==> config.mk <==
export PLATFORM = sky130hd
export DESIGN_NAME = pipe_ctrl_flat
export DESIGN_NICKNAME = d
export VERILOG_FILES = /design/src/rtl/pipe_ctrl_if.sv /design/src/rtl/pipe_ctrl.sv /design/src/flat_wrapper.sv
export SDC_FILE = /design/constraint.sdc
export NUM_CORES = 1
export LEC_CHECK = 0
export ABC_AREA = 0
export BUFFER_PORTS_ARGS = -buffer_cell sky130_fd_sc_hd__buf_2
export CORE_MARGIN = 2
export CORE_UTILIZATION = 30
export DETAILED_ROUTE_END_ITERATION = 16
export MAX_ROUTING_LAYER = met4
export SLEW_MARGIN = 20
export SYNTH_ARGS = -nofsm -noshare
export SYNTH_HDL_FRONTEND = slang
export SYNTH_SLANG_ARGS = --single-unit
export TNS_END_PERCENT = 20
==> constraint.sdc <==
create_clock -name clk -period 2.1 [get_ports clk]
set_clock_uncertainty 0.15 [all_clocks]
set_input_delay 0.105 -clock clk [delete_from_list [all_inputs] [get_ports clk]]
set_output_delay 0.105 -clock clk [all_outputs]
set_load 0.1 [all_outputs]
==> src/rtl/pipe_ctrl_if.sv <==
// Pipeline control interface between the execute stage / external bus master
// and pipe_ctrl. The master modport is the requesting side; slave is pipe_ctrl.
// When PIPE_CTRL_PERF_EN is defined, the performance counter signals are added.
interface pipe_ctrl_if;
  logic        jump_en_i;
  logic [31:0] jump_addr_i;
  logic        hold_flag_i;
  logic        bus_req_i;
  logic        jump_en_o;
  logic [31:0] jump_addr_o;
  logic        hold_pc_o;
  logic        hold_if_id_o;
  logic        hold_id_ex_o;
  logic        flush_if_id_o;
  logic        flush_id_ex_o;
  logic        bus_gnt_o;
  logic        hold_timeout_o;
`ifdef PIPE_CTRL_PERF_EN
  logic        perf_clr_i;
  logic [31:0] stall_cycles_o;
  logic [15:0] flush_events_o;
`endif

  modport master (
`ifdef PIPE_CTRL_PERF_EN
    output perf_clr_i,
    input  stall_cycles_o, flush_events_o,
`endif
    output jump_en_i, jump_addr_i, hold_flag_i, bus_req_i,
    input  jump_en_o, jump_addr_o, hold_pc_o, hold_if_id_o, hold_id_ex_o,
    input  flush_if_id_o, flush_id_ex_o, bus_gnt_o, hold_timeout_o
  );

  modport slave (
`ifdef PIPE_CTRL_PERF_EN
    input  perf_clr_i,
    output stall_cycles_o, flush_events_o,
`endif
    input  jump_en_i, jump_addr_i, hold_flag_i, bus_req_i,
    output jump_en_o, jump_addr_o, hold_pc_o, hold_if_id_o, hold_id_ex_o,
    output flush_if_id_o, flush_id_ex_o, bus_gnt_o, hold_timeout_o
  );
endinterface

==> src/rtl/pipe_ctrl.sv <==
// Pipeline sequencing controller: redirect/flush after taken jumps, execute
// holds with optional timeout, and pipeline freeze for an external bus master.
// Optional macro PIPE_CTRL_PERF_EN adds stall-cycle and redirect counters.
//
// state    | meaning
// RUN      | normal flow, accepts jump / hold / bus requests in that priority
// FLUSH    | post-redirect squash, flushes high until flush_cnt runs out
// EX_HOLD  | execute multi-cycle hold, all stages frozen
// BUS_HOLD | external master owns the pipeline, all stages frozen
module pipe_ctrl #(
  parameter int unsigned FLUSH_CYCLES = 2,
  parameter int unsigned HOLD_TIMEOUT = 255
) (
  input logic        clk,
  input logic        rst_n,
  pipe_ctrl_if.slave pif
);

  localparam logic [7:0] HT_C    = (HOLD_TIMEOUT > 255) ? 8'd255 : 8'(HOLD_TIMEOUT);
  localparam logic [2:0] FC_INIT = 3'(FLUSH_CYCLES - 1);

  typedef enum logic [1:0] {RUN, FLUSH, EX_HOLD, BUS_HOLD} state_t;

  state_t      state_q, state_d;
  logic [2:0]  flush_cnt_q, flush_cnt_d;
  logic [7:0]  hold_cnt_q, hold_cnt_d, hold_cnt_inc;
  logic        ign_q, ign_d;
  logic        gnt_q, tout_q;
  logic        redirect;
  logic        jump_en_c, hold_c, flush_c;
  logic [31:0] jump_addr_c;

  // State, counters and the registered grant / timeout outputs.
  always_ff @(posedge clk or negedge rst_n) begin
    if (!rst_n) begin
      state_q     <= RUN;
      flush_cnt_q <= 3'd0;
      hold_cnt_q  <= 8'd0;
      ign_q       <= 1'b0;
      gnt_q       <= 1'b0;
      tout_q      <= 1'b0;
    end else begin
      state_q     <= state_d;
      flush_cnt_q <= flush_cnt_d;
      hold_cnt_q  <= hold_cnt_d;
      ign_q       <= ign_d;
      gnt_q       <= (state_d == BUS_HOLD);
      // Pulse lands in the cycle after HOLD_TIMEOUT held cycles; that cycle
      // forces the holds low and returns to RUN.
      tout_q      <= (state_d == EX_HOLD) && (HT_C != 8'd0) && (hold_cnt_d == HT_C);
    end
  end

  // Next-state and combinational controls; jump always wins when accepted.
  always_comb begin
    state_d      = state_q;
    flush_cnt_d  = flush_cnt_q;
    hold_cnt_d   = 8'd0;
    ign_d        = ign_q && pif.hold_flag_i;
    jump_en_c    = 1'b0;
    jump_addr_c  = 32'h0;
    hold_c       = 1'b0;
    flush_c      = 1'b0;
    hold_cnt_inc = (hold_cnt_q == 8'hff) ? 8'hff : hold_cnt_q + 8'd1;
    redirect     = ((state_q == RUN) || (state_q == EX_HOLD)) && pif.jump_en_i;

    if (redirect) begin
      jump_en_c   = 1'b1;
      jump_addr_c = pif.jump_addr_i;
      flush_c     = 1'b1;
      if (FLUSH_CYCLES > 1) begin
        state_d     = FLUSH;
        flush_cnt_d = FC_INIT;
      end else begin
        state_d     = RUN;
      end
    end else begin
      case (state_q)
        RUN: begin
          if (pif.hold_flag_i && !ign_q) begin
            hold_c     = 1'b1;
            hold_cnt_d = hold_cnt_inc;
            state_d    = EX_HOLD;
          end else if (pif.bus_req_i) begin
            state_d    = BUS_HOLD;
          end
        end
        EX_HOLD: begin
          if (!pif.hold_flag_i) begin
            state_d = RUN;
          end else if ((HT_C != 8'd0) && (hold_cnt_q == HT_C)) begin
            state_d = RUN;
            ign_d   = 1'b1;
          end else begin
            hold_c     = 1'b1;
            hold_cnt_d = hold_cnt_inc;
          end
        end
        FLUSH: begin
          flush_c = 1'b1;
          if (flush_cnt_q <= 3'd1) begin
            flush_cnt_d = 3'd0;
            state_d     = RUN;
          end else begin
            flush_cnt_d = flush_cnt_q - 3'd1;
          end
        end
        BUS_HOLD: begin
          hold_c = 1'b1;
          if (!pif.bus_req_i) state_d = RUN;
        end
        default: state_d = RUN;
      endcase
    end
  end

  // Combinational outputs read as zero while reset is held.
  assign pif.jump_en_o      = rst_n & jump_en_c;
  assign pif.jump_addr_o    = rst_n ? jump_addr_c : 32'h0;
  assign pif.hold_pc_o      = rst_n & hold_c;
  assign pif.hold_if_id_o   = rst_n & hold_c;
  assign pif.hold_id_ex_o   = rst_n & hold_c;
  assign pif.flush_if_id_o  = rst_n & flush_c;
  assign pif.flush_id_ex_o  = rst_n & flush_c;
  assign pif.bus_gnt_o      = gnt_q;
  assign pif.hold_timeout_o = tout_q;

`ifdef PIPE_CTRL_PERF_EN
  logic [31:0] stall_q;
  logic [15:0] fev_q;

  // Wrapping stall-cycle and redirect counters, synchronously clearable.
  always_ff @(posedge clk or negedge rst_n) begin
    if (!rst_n) begin
      stall_q <= 32'd0;
      fev_q   <= 16'd0;
    end else if (pif.perf_clr_i) begin
      stall_q <= 32'd0;
      fev_q   <= 16'd0;
    end else begin
      if (hold_c || flush_c) stall_q <= stall_q + 32'd1;
      if (jump_en_c)         fev_q   <= fev_q + 16'd1;
    end
  end

  assign pif.stall_cycles_o = stall_q;
  assign pif.flush_events_o = fev_q;
`endif

endmodule

==> src/flat_wrapper.sv <==
// flat-port wrapper written by rule: the top's interface ports become plain ports
module pipe_ctrl_flat 
#(
  parameter int unsigned FLUSH_CYCLES = 2,
  parameter int unsigned HOLD_TIMEOUT = 255
)
  (clk, rst_n, pif_jump_en_i, pif_jump_addr_i, pif_hold_flag_i, pif_bus_req_i, pif_jump_en_o, pif_jump_addr_o, pif_hold_pc_o, pif_hold_if_id_o, pif_hold_id_ex_o, pif_flush_if_id_o, pif_flush_id_ex_o, pif_bus_gnt_o, pif_hold_timeout_o);
  pipe_ctrl_if pif_i ();
  input logic clk;
  input logic rst_n;
  input wire logic [$bits(pif_i.jump_en_i)-1:0] pif_jump_en_i;
  input wire logic [$bits(pif_i.jump_addr_i)-1:0] pif_jump_addr_i;
  input wire logic [$bits(pif_i.hold_flag_i)-1:0] pif_hold_flag_i;
  input wire logic [$bits(pif_i.bus_req_i)-1:0] pif_bus_req_i;
  output wire logic [$bits(pif_i.jump_en_o)-1:0] pif_jump_en_o;
  output wire logic [$bits(pif_i.jump_addr_o)-1:0] pif_jump_addr_o;
  output wire logic [$bits(pif_i.hold_pc_o)-1:0] pif_hold_pc_o;
  output wire logic [$bits(pif_i.hold_if_id_o)-1:0] pif_hold_if_id_o;
  output wire logic [$bits(pif_i.hold_id_ex_o)-1:0] pif_hold_id_ex_o;
  output wire logic [$bits(pif_i.flush_if_id_o)-1:0] pif_flush_if_id_o;
  output wire logic [$bits(pif_i.flush_id_ex_o)-1:0] pif_flush_id_ex_o;
  output wire logic [$bits(pif_i.bus_gnt_o)-1:0] pif_bus_gnt_o;
  output wire logic [$bits(pif_i.hold_timeout_o)-1:0] pif_hold_timeout_o;
  assign pif_i.jump_en_i = pif_jump_en_i;
  assign pif_i.jump_addr_i = pif_jump_addr_i;
  assign pif_i.hold_flag_i = pif_hold_flag_i;
  assign pif_i.bus_req_i = pif_bus_req_i;
  assign pif_jump_en_o = pif_i.jump_en_o;
  assign pif_jump_addr_o = pif_i.jump_addr_o;
  assign pif_hold_pc_o = pif_i.hold_pc_o;
  assign pif_hold_if_id_o = pif_i.hold_if_id_o;
  assign pif_hold_id_ex_o = pif_i.hold_id_ex_o;
  assign pif_flush_if_id_o = pif_i.flush_if_id_o;
  assign pif_flush_id_ex_o = pif_i.flush_id_ex_o;
  assign pif_bus_gnt_o = pif_i.bus_gnt_o;
  assign pif_hold_timeout_o = pif_i.hold_timeout_o;
  pipe_ctrl #(.FLUSH_CYCLES(FLUSH_CYCLES), .HOLD_TIMEOUT(HOLD_TIMEOUT)) u_core (.clk(clk), .rst_n(rst_n), .pif(pif_i));
endmodule
==> results of run 1 <==
==> repair_timing <==
action | CTS | global route
setup endpoints to repair | 3 | 35
hold endpoints to repair | 18 | 0
gates resized for setup | 1 | 7
cloned | 0 | 1
hold buffers | 3 | 0
setup buffers | 0 | 0
==> routing by layer <==
metal  track usage  wire, um  vias up
met3        0.0409       304        7
met5             -         0        -
li1              -         -      642
met4        0.0791        64        0
met2         0.275      1730       73
met1         0.214      1510      581
==> path summary, 6_finish.rpt <==
| check | startpoint | cells after the start | slack, ns | to |
|---|---|---|---|---|
| max | u_core.hold_cnt_q[0] | 6 | 0.12 | pif_hold_id_ex_o |
| min | rst_n | 2 | 0.06 | u_core.state_q[1] |
| max reg2reg | u_core.hold_cnt_q[0] | 5 | 0.33 | u_core.pif.hold_timeout_o |
| min reg2reg | u_core.flush_cnt_q[1] | 2 | 0.37 | u_core.flush_cnt_q[1] |
| max in group asynchronous | rst_n | 3 | 1.33 | u_core.flush_cnt_q[0] |
| min in group clk | pif_jump_en_i | 4 | 0.11 | u_core.hold_cnt_q[6] |
==> critical path: stages, from the launching register on <==
cell     delay (ns)
dfrtp_1        0.40
ha_2           0.24
nand3_2        0.12
or2_4          0.29
a21oi_4        0.14
o21ai_4        0.10
buf_12         0.18
==> kinds of logic (layout without fill, tap and decap cells) <==
group,count (synthesis),in the layout
fa+ha+maj,3,3
simple gates,74,74
xor+xnor,2,2
flops,16,16
buf+inv,15,94
compound gates,31,31
mux,1,1
==> synthesized netlist by cell type, drive strengths merged (2+ instances only) <==
cell and count:
and2 33, dfrtp 16, nor2 11, a21oi 9
o21ai 9, nand3 7, inv 6, nand2 6
buf 5, nor3 5, clkbuf 4, a211oi 3
ha 3, nand2b 3, o211ai 3, nor4 2
o21a 2, or2 2
==> power breakdown <==
part           total [W]  internal [W]  leakage, nW  switching (W)
clock           0.000231      0.000127       0.0216       0.000104
combinational    0.00163      0.000537        0.749        0.00110
sequential      0.000405      0.000358        0.216      0.0000469
total            0.00227       0.00102        0.986        0.00125
==> per-stage QoR <==
stage / std cells / hold WS [ns] / setup slack [ns]
after floorplan: 142 / -0.341 / -0.0926
after detailed placement: 262 / -0.197 / 0.235
after global routing: 269 / 0.0823 / 0.0276
after CTS: 268 / 0.0680 / 0.0120
final: 269 / 0.0639 / 0.117
after global placement: 262 / -0.200 / 0.299
==> flip-flops by register name, summed over array words and instances (netlist names) <==
signal / cells
u_core.hold_cnt_q: 8
u_core.pif.bus_gnt_o: 1
u_core.flush_cnt_q: 3
u_core.ign_q: 1
u_core.state_q: 2
u_core.pif.hold_timeout_o: 1
==> area by class of cell <==
cell class | count | area (um2)
Fill cell | 318 | 1410
Clock buffer | 3 | 41.3
Timing Repair Buffer | 85 | 1000
Multi-Input combinational cell | 111 | 749
Tap cell | 48 | 60.1
Sequential cell | 16 | 400
Inverter | 6 | 22.5
==> impl_metrics.yaml, run 1 <==
status:
  status: "complete, no violations"
sta:
  tns_ns: 0
  min_period_over_period: 0.944
  final_hold_viol_count: 0
  finalMaxSlewViolations: 0
  period_needed_ns: 1.98
  relSlewSlack: 0.680
  tightest_slew_ns: 0.483
  grt_setup_unrepaired: "no"
  max_freq_mhz: 504
  setup_violations: 0
routing:
  vias: 1303
  wl_um: 3610
  ant_nets: 0
  drtIter0Drc: 138
  firstDrtPassIters: 4
  drc: 0
  vias_per_cell: 4.84
  post_drt_wl_per_cell_um: 13.4
floorplan:
  rows: 22
  coreArea_um2: 3690
  io_pins: 77
  die_area_um2: 4390
  die_y_um: 66.2
  start_util: 0.315
  dieWidth_um: 66.2
setup_path:
  cp_data_required_time_ns: 1.85
  crit_type: "register to output port"
  start_kind: "register"
  endpoint_kind: "output port"
  critPathArrivalTime_ns: 1.73
  cp_max_fo: 4
logic_synthesis:
  post_synth_num_cell_types: 37
  dominantRegCellSynth: "dfrtp_1"
  syn_nets: 182
  synthXorXnorAreaFrac: 0.0151
  synth_top_area_frac: 0.344
  ys_seq_elements: 16
  synth_edf_count: 0
  synth_area_per_cell_um2: 8.19
  synth_mux_area_frac: 0.00861
  synth_warnings: 0
  synth_top_family_by_area: "simple AND/OR/NAND/NOR gates"
  synth_fa_ha_area_frac: 0.0323
  synthSimpleGateAreaFrac: 0.357
  syn_inst: 142
  yosys.area.top_type: "dfrtp_1"
  async_reset_ff_frac: 1.00
  yosysSeqAreaShare: 0.344
  synth_area_leaders: "dfrtp_1 (34%), and2_1 (18%), a21oi_1 (3.9%)"
  syn_area_um2: 1160
  synth-compound-area-share: 0.180
place:
  place_hpwl_um: 2960
  placed_cell_area_um2: 2180
  portBuffers: 76
  gp_congestion: 0.919
global_routing:
  grt_pass1_vias: 1298
  grt_pass1_wl_um: 5730
  track_usage: 0.175
  antenna_found_initial: 0
  overflow: 0
  grt_max_degree: 34
clock_tree:
  cts_buffer_depth: 2
  cts.sinks: 16
  insertion_delay_ns: 0.25
  cts_tree: "built"
  cts_htree_levels: 1
  clk_pin_slew_ns: 0.06
  cts.root.buffer_cell: "clkbuf_8"
  numCtsBuffers: 3
layout:
  nets: 263
  areaGrowthSynthToFinish_pct: 95.9
  final_common_cell: "buf_2"
  drive_gt1_frac: 0.489
  fin_area_um2: 2280
  fin_util: 0.617
  antenna_cells: 0
  layout_common_cells: "buf_2 (40), buf_12 (36), and2_1 (24)"
power:
  p_total_w: 0.00227
  ir_worst_vdd_mv: 0.728
  p_leak_nw: 0.986
  cellPowerDensity_nw_per_um2: 997
flow_run:
  maxCapViolations: 0
worst_hold_path:
  min_path_type: "input port to async pin"
No activity file was read; power rests on OpenSTA's default activity.
==> run 2: changes to the inputs <==
- PLACE_DENSITY: unset -> 0.68
==> run 2 against run 1 <==
Against the previous run:
- via count down 1.6%
- core utilization shrank 0.27 points
- worst setup slack lost 0.041 ns
- non-clock buffer count shrank 2
- first-iteration DRC count shrank 49%
- critical path type unchanged
- largest cell class unchanged
- highest routed layer unchanged
==> impl_metrics.yaml, run 2 (same netlist as run 1, synthesis figures left out) <==
status:
  status: "complete, no violations"
routing:
  drc: 0
  vias_per_cell: 4.78
  vias: 1282
  ant_nets: 0
  firstDrtPassIters: 4
  drtIter0Drc: 70
  wl_um: 3530
  post_drt_wl_per_cell_um: 13.2
power:
  cellPowerDensity_nw_per_um2: 1010
  p_leak_nw: 0.981
  p_total_w: 0.00229
  ir_worst_vdd_mv: 0.785
layout:
  largestRegisters: "u_core.hold_cnt_q: 8 flops, u_core.flush_cnt_q: 3 flops, u_core.state_q: 2 flops"
  largest_reg_flops: 8
  largest-register: "u_core.hold_cnt_q"
  layout_common_cells: "buf_2 (40), buf_12 (36), and2_1 (24)"
  ff_latch_area_um2: 400
  nets: 261
  areaGrowthSynthToFinish_pct: 95.0
  drive_gt1_frac: 0.477
  antenna_cells: 0
  final_common_cell: "buf_2"
  multi_input_area_um2: 744
  fillers: 313
  fin_util: 0.615
clock_tree:
  insertion_delay_ns: 0.26
  cts.root.buffer_cell: "clkbuf_8"
  cts_buffer_depth: 2
  cts_tree: "built"
  cts.sinks: 16
  numCtsBuffers: 3
  cts_htree_levels: 1
  clk_pin_slew_ns: 0.07
sta:
  fin_ws_ns: 0.0763
  tightest_slew_ns: 0.515
  setup_violations: 0
  period_needed_ns: 2.02
  grt_setup_unrepaired: "no"
  min_period_over_period: 0.964
  relSlewSlack: 0.653
  finalMaxSlewViolations: 0
  tns_ns: 0
  max_freq_mhz: 494
  final_hold_viol_count: 0
floorplan:
  coreArea_um2: 3690
  start_util: 0.315
  die_y_um: 66.2
  die_area_um2: 4390
  io_pins: 77
  rows: 22
  dieWidth_um: 66.2
setup_path:
  critPathSlowestCell: "dfrtp_1"
  cp_top_family: "flip-flops"
  r2r-end: "u_core.pif.hold_timeout_o"
  cp_max_fo: 4
  reg2reg_depth: 4
  endpoint_kind: "output port"
  start_kind: "register"
  max_stage_delay_ns: 0.41
  critPathArrivalTime_ns: 1.77
  path_cells: "ha_2 > nand3_2 > or2_1 > a21oi_4 > o21ai_4 > buf_12"
  cp_data_required_time_ns: 1.85
  r2r-start: "u_core.state_q[1]"
  crit_type: "register to output port"
  cp.depth: 6
  ff2ff_setup_slack_ns: 0.26
  crit_buf_inv: 1
  crit_start: "u_core.hold_cnt_q[0]"
place:
  gp_congestion: 0.968
  place_hpwl_um: 3020
  portBuffers: 76
  place_ws_ns: 0.245
worst_hold_path:
  min_path_type: "input port to async pin"
global_routing:
  track_usage: 0.173
  grt_max_degree: 34
  antenna_found_initial: 0
  grt_pass1_vias: 1269
  grt_pass1_wl_um: 5520
  overflow: 0
flow_run:
  maxCapViolations: 0
[run 2: cell types whose count changed in the layout (fill, tap and decap cells not counted), sizes merged]
| cell | change |
|---|---|
| buf | -2 |
| clkbuf | +1 |
[run 2: worst max path at each step]
stage / end / slack, ns
2_1_floorplan: pif_jump_addr_o[22] / -0.09
3_3_place_gp: pif_hold_id_ex_o / 0.29
3_5_place_dp: pif_hold_id_ex_o / 0.24
4_1_cts: pif_hold_id_ex_o / 0.07
5_1_grt: pif_hold_id_ex_o / 0.02
6_report: pif_hold_id_ex_o / 0.08
[run 2: power by group]
| part | switching (W) | internal, W |
|---|---|---|
| registers | 0.0000609 | 0.000358 |
| clock network | 0.000114 | 0.000167 |
| logic | 0.00107 | 0.000518 |
[run 2: layout make-up]
class,instances,area share
multi-input cells,111,0.328
flip-flops and latches,16,0.177
inverters,6,0.00993
clock buffers,4,0.0243
repair buffers,83,0.434
well taps,48,0.0265
[run 2: what timing repair did]
item | 4_1_cts | 5_1_grt
pin swaps | 0 | 0
cloned | 0 | 0
hold buffers | 3 | 0
endpoints found under the setup margin | 3 | 32
resized for setup | 1 | 2
setup buffers | 0 | 0
hold endpoints to repair | 18 | 0
[run 2: stage by stage]
stage	hold WS (ns)	area, um2	std cells
3_3_place_gp	-0.212	2180	261
3_5_place_dp	-0.209	2180	261
4_1_cts	0.0504	2260	268
2_1_floorplan	-0.341	1250	142
5_1_grt	0.0719	2270	268
6_report	0.0494	2270	268
[run 2: per-layer routing]
| metal | share of wire | vias up | global-route usage |
|---|---|---|---|
| met1 | 0.42 | 575 | 0.213 |
| met2 | 0.50 | 65 | 0.271 |
| met4 | 0.0099 | 0 | 0.0765 |
| met5 | 0 | - | - |
| met3 | 0.073 | 3 | 0.0375 |
| li1 | - | 639 | - |
